**src/rtl/register_file_if.sv**
```systemverilog
// Sequencer-to-register-file bus: two independent ports with enables,
// write strobes, indices, write data and registered read data.
interface register_file_if;
    localparam int unsigned DATA_W = 16;
    localparam int unsigned IDX_W  = 4;

    logic              rega_en;
    logic              rega_wen;
    logic              regb_en;
    logic              regb_wen;
    logic              bytex;
    logic              a0;
    logic [IDX_W-1:0]  arga_x;
    logic [IDX_W-1:0]  argb_x;
    logic [DATA_W-1:0] rega_din;
    logic [DATA_W-1:0] regb_din;
    logic [DATA_W-1:0] rega_dout;
    logic [DATA_W-1:0] regb_dout;

    modport master (
        output rega_en, rega_wen, regb_en, regb_wen, bytex, a0,
               arga_x, argb_x, rega_din, regb_din,
        input  rega_dout, regb_dout
    );

    modport slave (
        input  rega_en, rega_wen, regb_en, regb_wen, bytex, a0,
               arga_x, argb_x, rega_din, regb_din,
        output rega_dout, regb_dout
    );
endinterface

```
**src/rtl/register_file.sv**
```systemverilog
// Dual-port 16 x 16-bit register file: port A word/byte writes, port B word
// writes, registered reads that forward same-edge writes. Port A wins collisions.
module register_file (
    input  logic           clk,
    input  logic           reset,
    register_file_if.slave bus
);
    localparam int unsigned DATA_W = 16;
    localparam int unsigned DEPTH  = 16;
    localparam int unsigned BYTE_W = 8;
    localparam logic BYTEX_WORD = 1'b0;
    localparam logic BYTEX_BYTE = 1'b1;

    logic [DATA_W-1:0] mem      [DEPTH];
    logic [DATA_W-1:0] mem_next [DEPTH];
    logic [DATA_W-1:0] rega_dout_q;
    logic [DATA_W-1:0] regb_dout_q;
    logic              wr_a;
    logic              wr_b;

    assign wr_a = bus.rega_en & bus.rega_wen;
    assign wr_b = bus.regb_en & bus.regb_wen;

    // Post-edge register image; A is applied after B so it overrides the lanes it writes.
    always_comb begin
        for (int i = 0; i < DEPTH; i++) begin
            mem_next[i] = mem[i];
        end
        if (wr_b) begin
            mem_next[bus.argb_x] = bus.regb_din;
        end
        if (wr_a) begin
            case (bus.bytex)
                BYTEX_WORD: mem_next[bus.arga_x] = bus.rega_din;
                BYTEX_BYTE: begin
                    if (bus.a0) begin
                        mem_next[bus.arga_x][DATA_W-1:BYTE_W] = bus.rega_din[BYTE_W-1:0];
                    end else begin
                        mem_next[bus.arga_x][BYTE_W-1:0] = bus.rega_din[BYTE_W-1:0];
                    end
                end
            endcase
        end
    end

    // Reads return the post-edge image, so same-edge writes are forwarded.
    always_ff @(posedge clk) begin
        if (reset) begin
            for (int i = 0; i < DEPTH; i++) begin
                mem[i] <= '0;
            end
            rega_dout_q <= '0;
            regb_dout_q <= '0;
        end else begin
            for (int i = 0; i < DEPTH; i++) begin
                mem[i] <= mem_next[i];
            end
            if (bus.rega_en) begin
                rega_dout_q <= mem_next[bus.arga_x];
            end
            if (bus.regb_en) begin
                regb_dout_q <= mem_next[bus.argb_x];
            end
        end
    end

    assign bus.rega_dout = rega_dout_q;
    assign bus.regb_dout = regb_dout_q;
endmodule

```
**src/flat_wrapper.sv**
```systemverilog
// flat-port wrapper written by rule: the top's interface ports become plain ports
module register_file_flat 
  (clk, reset, bus_rega_en, bus_rega_wen, bus_regb_en, bus_regb_wen, bus_bytex, bus_a0, bus_arga_x, bus_argb_x, bus_rega_din, bus_regb_din, bus_rega_dout, bus_regb_dout);
  register_file_if bus_i ();
  input  logic clk;
  input  logic reset;
  input wire logic [$bits(bus_i.rega_en)-1:0] bus_rega_en;
  input wire logic [$bits(bus_i.rega_wen)-1:0] bus_rega_wen;
  input wire logic [$bits(bus_i.regb_en)-1:0] bus_regb_en;
  input wire logic [$bits(bus_i.regb_wen)-1:0] bus_regb_wen;
  input wire logic [$bits(bus_i.bytex)-1:0] bus_bytex;
  input wire logic [$bits(bus_i.a0)-1:0] bus_a0;
  input wire logic [$bits(bus_i.arga_x)-1:0] bus_arga_x;
  input wire logic [$bits(bus_i.argb_x)-1:0] bus_argb_x;
  input wire logic [$bits(bus_i.rega_din)-1:0] bus_rega_din;
  input wire logic [$bits(bus_i.regb_din)-1:0] bus_regb_din;
  output wire logic [$bits(bus_i.rega_dout)-1:0] bus_rega_dout;
  output wire logic [$bits(bus_i.regb_dout)-1:0] bus_regb_dout;
  assign bus_i.rega_en = bus_rega_en;
  assign bus_i.rega_wen = bus_rega_wen;
  assign bus_i.regb_en = bus_regb_en;
  assign bus_i.regb_wen = bus_regb_wen;
  assign bus_i.bytex = bus_bytex;
  assign bus_i.a0 = bus_a0;
  assign bus_i.arga_x = bus_arga_x;
  assign bus_i.argb_x = bus_argb_x;
  assign bus_i.rega_din = bus_rega_din;
  assign bus_i.regb_din = bus_regb_din;
  assign bus_rega_dout = bus_i.rega_dout;
  assign bus_regb_dout = bus_i.regb_dout;
  register_file u_core (.clk(clk), .reset(reset), .bus(bus_i));
endmodule
```
**config.mk**
```make
export PLATFORM = sky130hd
export DESIGN_NAME = register_file_flat
export DESIGN_NICKNAME = d
export VERILOG_FILES = /design/src/rtl/register_file_if.sv /design/src/rtl/register_file.sv /design/src/flat_wrapper.sv
export SDC_FILE = /design/constraint.sdc
export NUM_CORES = 1
export LEC_CHECK = 0
export BUFFER_PORTS_ARGS = -buffer_cell sky130_fd_sc_hd__clkbuf_2
export CAP_MARGIN = 30
export CORE_MARGIN = 2
export CORE_UTILIZATION = 63
export CTS_BUF_LIST = sky130_fd_sc_hd__clkbuf_16
export CTS_CLUSTER_DIAMETER = 40
export DETAILED_ROUTE_END_ITERATION = 10
export PLACE_DENSITY = 0.81
export SETUP_SLACK_MARGIN = 0.5
export SKIP_CTS_REPAIR_TIMING = 1
export SYNTH_ARGS = -nofsm -noshare
export SYNTH_HDL_FRONTEND = slang
export SYNTH_SLANG_ARGS = --single-unit
export TNS_END_PERCENT = 100
```
**constraint.sdc**
```tcl
create_clock -name clk -period 2.95 [get_ports clk]
set_clock_uncertainty 0.2 [all_clocks]
set_input_delay 0.295 -clock clk [delete_from_list [all_inputs] [get_ports clk]]
set_output_delay 0.295 -clock clk [all_outputs]
set_load 0.01 [all_outputs]
```
==> results of run 1 <==
[synth_stat cells, types with 15 or more instances]
| cell type | number | area share, % |
|---|---|---|
| o221ai_1 | 19 | 0.89 |
| nor4_1 | 86 | 2.9 |
| a311oi_1 | 80 | 3.7 |
| buf_1 | 24 | 0.48 |
| o22ai_1 | 42 | 1.4 |
| a221oi_1 | 61 | 2.8 |
| mux2i_1 | 39 | 2.1 |
| dfxtp_1 | 288 | 31 |
| o21ai_0 | 160 | 4.3 |
| a22o_1 | 20 | 0.93 |
| a2111oi_0 | 17 | 0.79 |
| nor2_1 | 286 | 5.7 |
| nand3_1 | 152 | 4.1 |
| a211o_1 | 15 | 0.70 |
| o211ai_1 | 19 | 0.76 |
| buf_2 | 75 | 2.0 |
| a31oi_1 | 98 | 3.3 |
| nand2_1 | 136 | 2.7 |
| nor3_1 | 34 | 0.91 |
| mux4_2 | 33 | 4.0 |
| and2_1 | 149 | 5.0 |
| clkbuf_1 | 169 | 3.4 |
| a211oi_1 | 37 | 1.5 |
| a32oi_1 | 30 | 1.4 |
| a21oi_1 | 45 | 1.2 |
[logic make-up after synthesis]
kind of cell | Yosys count | synth area share, %
mux | 80 | 6.52
simple gates | 930 | 24.8
compound gates | 799 | 31.4
buf+inv | 293 | 6.60
flops | 288 | 30.7
[metrics by stage]
step / setup slack [ns] / hold slack, ns / utilization (%)
CTS: 0.126 / -0.0365 / 83.4
detailed placement: -0.458 / 0.280 / 78.0
floorplan: 0.393 / 0.262 / -
global placement: -0.428 / 0.277 / 78.0
[layer usage]
| metal | track usage [%] | overflow |
|---|---|---|
| met1 | 74.3 | 0 |
| met2 | 86.9 | 4 |
| met3 | 59.1 | 0 |
| met4 | 64.7 | 1 |
| met5 | 32.1 | 0 |
==> impl_results.md, run 1 <==
- Status: aborted with a tool error
- Halt Stage: global routing
- Error msg: [ERROR GRT-0116] Global routing finished with congestion. Check the congestion regions in the DRC Viewer.
- Post-DP HPWL: 68,700 um
- Yosys warning total: 0
- I/O pin count: 80
- IO Port Bufs: 79
- DP Cell Count: 3,053
- Ys async rst share: 0%
- Post-Syn Area: 0.0188 mm2
- Largest net degree at the start of global routing: 102
- Main synth FF type: dfxtp_1
- Die width: 177 um
- Clock Sinks: 288
- Sequential area share after synthesis: 30.7%
- Post-Place Cell Area: 0.0230 mm2
- TritonCTS buffer count: 45
- All-Layer GR Usage: 72.1%
- Number of synthesized flops with an enable pin: 0
- Syn nets: 2,438
- Clock Path Buffers: 3
- Die height: 177 um
- Row Count: 63
- Number of global-route vias before repair: 27,700
- GP Congestion: 1.24
- Mean Syn Cell Area: 7.85 um2
- Clk root buf: clkbuf_16
- CTS H-tree depth: 2
- Post-synthesis register bit count: 288
- Cell variety after synth: 91
- Synth Instances: 2,390
- First-pass GRT wire length: 171,000 um
- Initial Utilization: 63.7%
- Grt ovf: 5
==> run 2, diff against run 1 <==
--- a/config.mk
+++ b/config.mk
@@ -8,12 +8,9 @@
 export BUFFER_PORTS_ARGS = -buffer_cell sky130_fd_sc_hd__clkbuf_2
 export CAP_MARGIN = 30
 export CORE_MARGIN = 2
-export CORE_UTILIZATION = 63
-export CTS_BUF_LIST = sky130_fd_sc_hd__clkbuf_16
-export CTS_CLUSTER_DIAMETER = 40
+export CORE_UTILIZATION = 40
 export DETAILED_ROUTE_END_ITERATION = 10
-export PLACE_DENSITY = 0.81
-export SETUP_SLACK_MARGIN = 0.5
+export PLACE_DENSITY_LB_ADDON = 0.15
 export SKIP_CTS_REPAIR_TIMING = 1
 export SYNTH_ARGS = -nofsm -noshare
 export SYNTH_HDL_FRONTEND = slang
==> run 2 against run 1 <==
The run now ends clean. Synthesized area unchanged. Synthesized cell count stayed put.
==> impl_results.md, run 2 <==
- Fraction of layout cells with a size suffix above 1: 30.0%
- Largest net degree at the start of global routing: 102
- Post-synth top cells: 288 x dfxtp_1, 286 x nor2_1, 169 x clkbuf_1
- Die height: 221 um
- P&R area growth vs syn: 35.9%
- Worst-path fanout max: 8
- Largest cells by area after synthesis: dfxtp_1 31%, nor2_1 5.7%, and2_1 5.0%
- Drt first pass iters: 6
- I/O pin count: 80
- Worst skew pair latency: 0.59 ns
- TritonCTS buffer count: 38
- Critical Path RT: 3.27 ns
- Part of the cycle the worst path needs: 96.6%
- Max-cap violations: 0
- FF-to-FF setup slack: 0.64 ns
- Worst r2r path cells: 7
- Slowest-stage cell, CP: a2111oi_0
- Via count: 24,900
- Status: completed
- Data arrival time of the worst path: 3.17 ns
- Most frequent cells in the layout: 591 x buf_4, 288 x dfxtp_1, 285 x nor2_1
- Synth top area share: 30.7%
- Clock-pin slew on the worst setup and hold paths: 0.06 ns
- Ys async rst share: 0%
- Syn nets: 2,438
- First-pass GRT wire length: 169,000 um
- Vias per cell: 7.09
- Hold Crit Class: in2reg
- Worst Hold Depth: 4
- Iteration-0 DRC Markers: 4,356
- Grt ovf: 0
- Number of flip-flops in the largest register: 256
- Slowest Stage Delay on Critical Path: 0.82 ns
- GP Congestion: 1.03
- Minimum clock period: 2.85 ns
- Mean Syn Cell Area: 7.85 um2
- Clock Sinks: 288
- Synth Instances: 2,390
- Sequential area share after synthesis: 30.7%
- Main synth FF type: dfxtp_1
- Yosys warning total: 0
- Cell family with most CP delay: compound AO/OA/AOI/OAI gates
- Post-DP HPWL: 85,300 um
- Top-count cell post-synth: dfxtp_1
- Hold Vio Cnt, Final: 0
- Crit path depth: 10
- CP Capture Type: flip-flop
- WP buf/inv: 4
- Initial antenna violation count: 9
- Final non-filler cell total: 3,511
- Number of global-route vias before repair: 23,600
- Commonest non-fill, non-tap cell in the layout: buf_4
- Clock Path Buffers: 3
- Max Clk Rate: 351 MHz
- Final WS setup: 0.0997 ns
- Post-synthesis register bit count: 288
- Die width: 221 um
- Final core utilization: 54.9%
- Final setup viols: 0
- Clk root buf: clkbuf_16
- Wire per inst: 34.2 um
- Leak: 0.00984 uW
- Slew Limit Fails: 0
- All-Layer GR Usage: 48.5%
- Routed Antenna Nets: 0
- WL final: 120,000 um
- Post-Syn Area: 0.0188 mm2
- CTS H-tree depth: 2
- DP Cell Count: 3,441
- Most common cell on crit path: buf_4
- Die Area: 0.0487 mm2
- Fill cell count: 4,490
- Initial Utilization: 40.4%
- Critical path class: in2reg
- Number of synthesized flops with an enable pin: 0
- Pre-CTS setup slack: -0.376 ns
- Power Density: 434 mW/mm2
- Row Count: 79
- Largest register by flop count: u_core.mem
- Peak supply drop: 0.000462 V
- Sequential cell area: 0.00577 mm2
- DRC errors left: 0
- Slew margin rel.: 41.8%
- RSZ-0062 raised after global routing: false
- Fin Setup TNS: 0 ns
- IO Port Bufs: 79
- Cell variety after synth: 91
- Nets: 2,923
- Worst slew pin tran: 0.851 ns
- Top cell type by total area after synthesis: dfxtp_1
- Crit-path cells: clkbuf_2 > buf_4 > nor2_4 > buf_4 > nand2_1 > buf_4 > o21ai_0 > a21oi_1 > a2111oi_0 > o41a_1
- Multi-input gate area: 0.0118 mm2
- CTS tree: built
- Core area: 0.0465 mm2
- Crit start category: primary input
- Min Hold Slack: 0.0968 ns
==> run 2: cell counts after synthesis <==
Identical to the previous run, type by type.
==> run 2: area by class of cell <==
class / count / area share (%)
multi-input combinational: 1809 / 46.2
clock inverter: 7 / 0.358
timing repair buffer: 723 / 23.1
sequential: 288 / 22.6
clock buffer: 57 / 4.44
tap: 607 / 2.98
antenna: 5 / 0.0490
inverter: 15 / 0.226
==> run 2: where the power goes <==
| group | leakage [uW] | switching [uW] | total, uW | internal (uW) |
|---|---|---|---|---|
| Combinational | 0.00690 | 1480 | 2240 | 763 |
| Clock | 0.000601 | 1990 | 4810 | 2810 |
| Sequential | 0.00233 | 52.1 | 4020 | 3970 |
| Total | 0.00984 | 3520 | 11100 | 7550 |
==> run 2: routing by layer <==
metal	routed length, um	part of all wire [%]	GRT usage (%)	up-vias
met5	137	0.11	0.909	-
met4	11700	9.8	39.2	12
met3	14200	12	13.1	612
met2	51000	43	73.5	2157
met1	42900	36	57.8	11900
li1	-	-	-	10200
==> run 2: kinds of logic (layout without fill, tap and decap cells) <==
logic type	after synthesis	count (layout)	share of synthesized area (%)
DFF	288	288	30.7
muxes	80	80	6.52
buffers and inverters	293	802	6.60
AOI/OAI and AO/OA	799	799	31.4
other	0	5	0
and+or+nand+nor	930	930	24.8
==> run 2: tightest hold or removal path, delay by kind of cell <==
family	cells	cell delay (ns)
AOI/OAI and AO/OA	1	0.18
buffers and inverters	2	0.30
and+or+nand+nor	1	0.04
==> run 2: path summary, 6_finish.rpt <==
path,startpoint,end
setup / recovery,bus_argb_x[3],u_core.bus.rega_dout[8]
hold / removal,bus_rega_din[2],u_core.mem[1][2]
setup reg to reg,u_core.mem[5][20],u_core.bus.regb_dout[4]
hold reg to reg,u_core.bus.rega_dout[12],u_core.bus.rega_dout[12]
==> run 2: metrics by stage <==
step	cell area (um2)	power (uW)
after CTS	25500	10900
after global routing	25500	11200
final	25500	11100
after floorplan	18800	5020
after global placement	24300	6200
after detailed placement	24300	6210
(Power assumes the default switching activity.)
==> run 3, diff against run 2 <==
--- a/config.mk
+++ b/config.mk
@@ -5,6 +5,7 @@
 export SDC_FILE = /design/constraint.sdc
 export NUM_CORES = 1
 export LEC_CHECK = 0
+export ABC_AREA = 1
 export BUFFER_PORTS_ARGS = -buffer_cell sky130_fd_sc_hd__clkbuf_2
 export CAP_MARGIN = 30
 export CORE_MARGIN = 2
==> run 3 against run 2 <==
First-iteration DRC count fell by 31%. Sequential share of layout area rose by 3.3 points. Global-route usage fell by 11 points. Synthesized area rose by 1.1%. Critical path depth rose by 6. Core utilization fell by 7.1 points. Combinational power fell by 36%. Critical path type unchanged. Non-clock buffer count fell by 454. Setup slack improved by 0.32 ns.
==> impl_results.md, run 3 <==
- Mean Syn Cell Area: 5.56 um2
- Clock Path Buffers: 3
- Largest cells by area after synthesis: dfxtp_1 30%, nand2_1 28%, nand3_1 17%
- Synth top area share: 30.4%
- Largest register by flop count: u_core.mem
- Worst slew pin tran: 1.12 ns
- TritonCTS buffer count: 39
- Main synth FF type: dfxtp_1
- Peak supply drop: 0.000498 V
- Min Hold Slack: 0.0633 ns
- Minimum clock period: 2.53 ns
- Grt ovf: 0
- Initial Utilization: 40.7%
- Clk root buf: clkbuf_16
- Initial antenna violation count: 1
- Nets: 3,567
- Number of flip-flops in the largest register: 256
- Core area: 0.0467 mm2
- First-pass GRT wire length: 139,000 um
- Clock power share: 47.2%
- Crit start category: primary input
- Post-DP HPWL: 65,300 um
- Yosys warning total: 0
- Post-synth top cells: 1,435 x nand2_1, 640 x nand3_1, 288 x dfxtp_1
- CP Capture Type: flip-flop
- Synth Instances: 3,413
- Die width: 222 um
- Max Clk Rate: 395 MHz
- Crit-path cells: clkbuf_2 > inv_2 > nor2_1 > nand2_1 > nor2_1 > buf_4 > inv_1 > nand3_1 > nand3_1 > nand2_1 > o21ai_1 > buf_4 > nand3_1 > nor2_1 > buf_4 > nor2_1
- Wire per inst: 22.5 um
- P&R area growth vs syn: 17.5%
- Commonest non-fill, non-tap cell in the layout: nand2_1
- Critical Path RT: 3.27 ns
- Part of the cycle the worst path needs: 85.7%
- Hold Vio Cnt, Final: 0
- Most frequent cells in the layout: 1,435 x nand2_1, 640 x nand3_1, 288 x dfxtp_1
- Hold Crit Class: in2reg
- Sequential area share after synthesis: 30.4%
- Slew margin rel.: 25.1%
- Slowest Stage Delay on Critical Path: 0.48 ns
- Pre-CTS setup slack: -0.0965 ns
- All-Layer GR Usage: 37.2%
- WP buf/inv: 6
- Top-count cell post-synth: nand2_1
- Post-Syn Area: 0.0190 mm2
- Worst-path fanout max: 11
- Via count: 23,800
- Number of global-route vias before repair: 22,100
- Worst skew pair latency: 0.58 ns
- Slowest-stage cell, CP: nor2_1
- Cell family with most CP delay: simple AND/OR/NAND/NOR gates
- IO Port Bufs: 79
- Internal power: 7250 uW
- Iteration-0 DRC Markers: 3,013
- Data arrival time of the worst path: 2.85 ns
- Max-cap violations: 0
- Most common cell on crit path: nor2_1
- Critical path class: in2reg
- Fraction of layout cells with a size suffix above 1: 10.8%
- DRC errors left: 0
- Die height: 222 um
- Drt first pass iters: 6
- RSZ-0062 raised after global routing: false
- Syn nets: 3,461
- Status: completed
- Routed Antenna Nets: 0
- Ys async rst share: 0%
- Gate power share: 13.9%
- Cell variety after synth: 23
- Row Count: 79
- Clock-pin slew on the worst setup and hold paths: 0.06 ns
- Vias per cell: 5.74
- GP Congestion: 0.972
- Final core utilization: 47.8%
- Post-synthesis register bit count: 288
- Sw frac: 29.8%
- Number of synthesized flops with an enable pin: 0
- Slew Limit Fails: 0
- CTS H-tree depth: 2
- Post-Place Cell Area: 0.0210 mm2
- Clock Sinks: 288
- NetSw: 3080 uW
- Power Density: 463 mW/mm2
- Diode count: 0
- Die Area: 0.0492 mm2
- Reg power frac: 38.9%
- WL final: 93,600 um
- I/O pin count: 80
- Final WS setup: 0.421 ns
- Final setup viols: 0
- Largest net degree at the start of global routing: 192
- Fin area: 0.0223 mm2
- Leak: 0.0106 uW
- Fin Setup TNS: 0 ns
- CTS tree: built
- Top cell type by total area after synthesis: dfxtp_1
[run 3: worst paths after layout]
path         slack (ns)                     from  depth (start not counted)                        to
max                0.42            bus_arga_x[3]                         16   u_core.bus.regb_dout[6]
min reg2reg        0.32  u_core.bus.regb_dout[2]                          2   u_core.bus.regb_dout[2]
max reg2reg        1.18        u_core.mem[5][29]                         10  u_core.bus.regb_dout[13]
min                0.06          bus_rega_din[2]                          5         u_core.mem[7][18]
[run 3: area by class of cell]
class / count / area (um2)
clock inverter: 8 / 90.1
timing repair buffer: 269 / 2060
fill: 5031 / 24400
sequential: 288 / 5770
tap: 607 / 759
inverter: 215 / 807
multi-input combinational: 2706 / 11600
clock buffer: 58 / 1180
[run 3: kinds of logic (layout without fill, tap and decap cells)]
family / Yosys count / in the layout / share of synthesized area, %
buffers and inverters: 419 / 550 / 8.65
and+or+nand+nor: 2389 / 2389 / 52.5
DFF: 288 / 288 / 30.4
AOI/OAI and AO/OA: 317 / 317 / 8.51
[run 3: metal layers]
metal	GRT usage, %	vias to the layer above	wire [um]
li1	-	11200	-
met5	0	-	0
met4	26.5	0	7520
met3	4.80	354	8010
met1	46.8	11000	36600
met2	59.1	1323	41400
[run 3: through the flow]
| stage | cells | total power (uW) |
|---|---|---|
| 3_3_place_gp | 4085 | 5490 |
| 4_1_cts | 4151 | 10300 |
| 2_1_floorplan | 3413 | 4810 |
| 3_5_place_dp | 4085 | 5490 |
| 6_report | 4151 | 10300 |
| 5_1_grt | 4151 | 10600 |
[run 3: power by group through the flow]
| stage | clock (uW) | sequential (uW) | combinational [uW] |
|---|---|---|---|
| global route | 5060 | 4020 | 1500 |
| finish | 4870 | 4020 | 1430 |
| detailed placement | 0 | 4100 | 1390 |
| CTS | 4920 | 4020 | 1390 |
| global placement | 0 | 4100 | 1380 |
| floorplan | 0 | 4090 | 718 |
[run 3: worst reg2reg max path: cells and delay by family (launching register included)]
family	cells	cell delay [ns]
simple gates	8	0.73
compound gates	1	0.39
flops	1	0.30
buf+inv	1	0.04
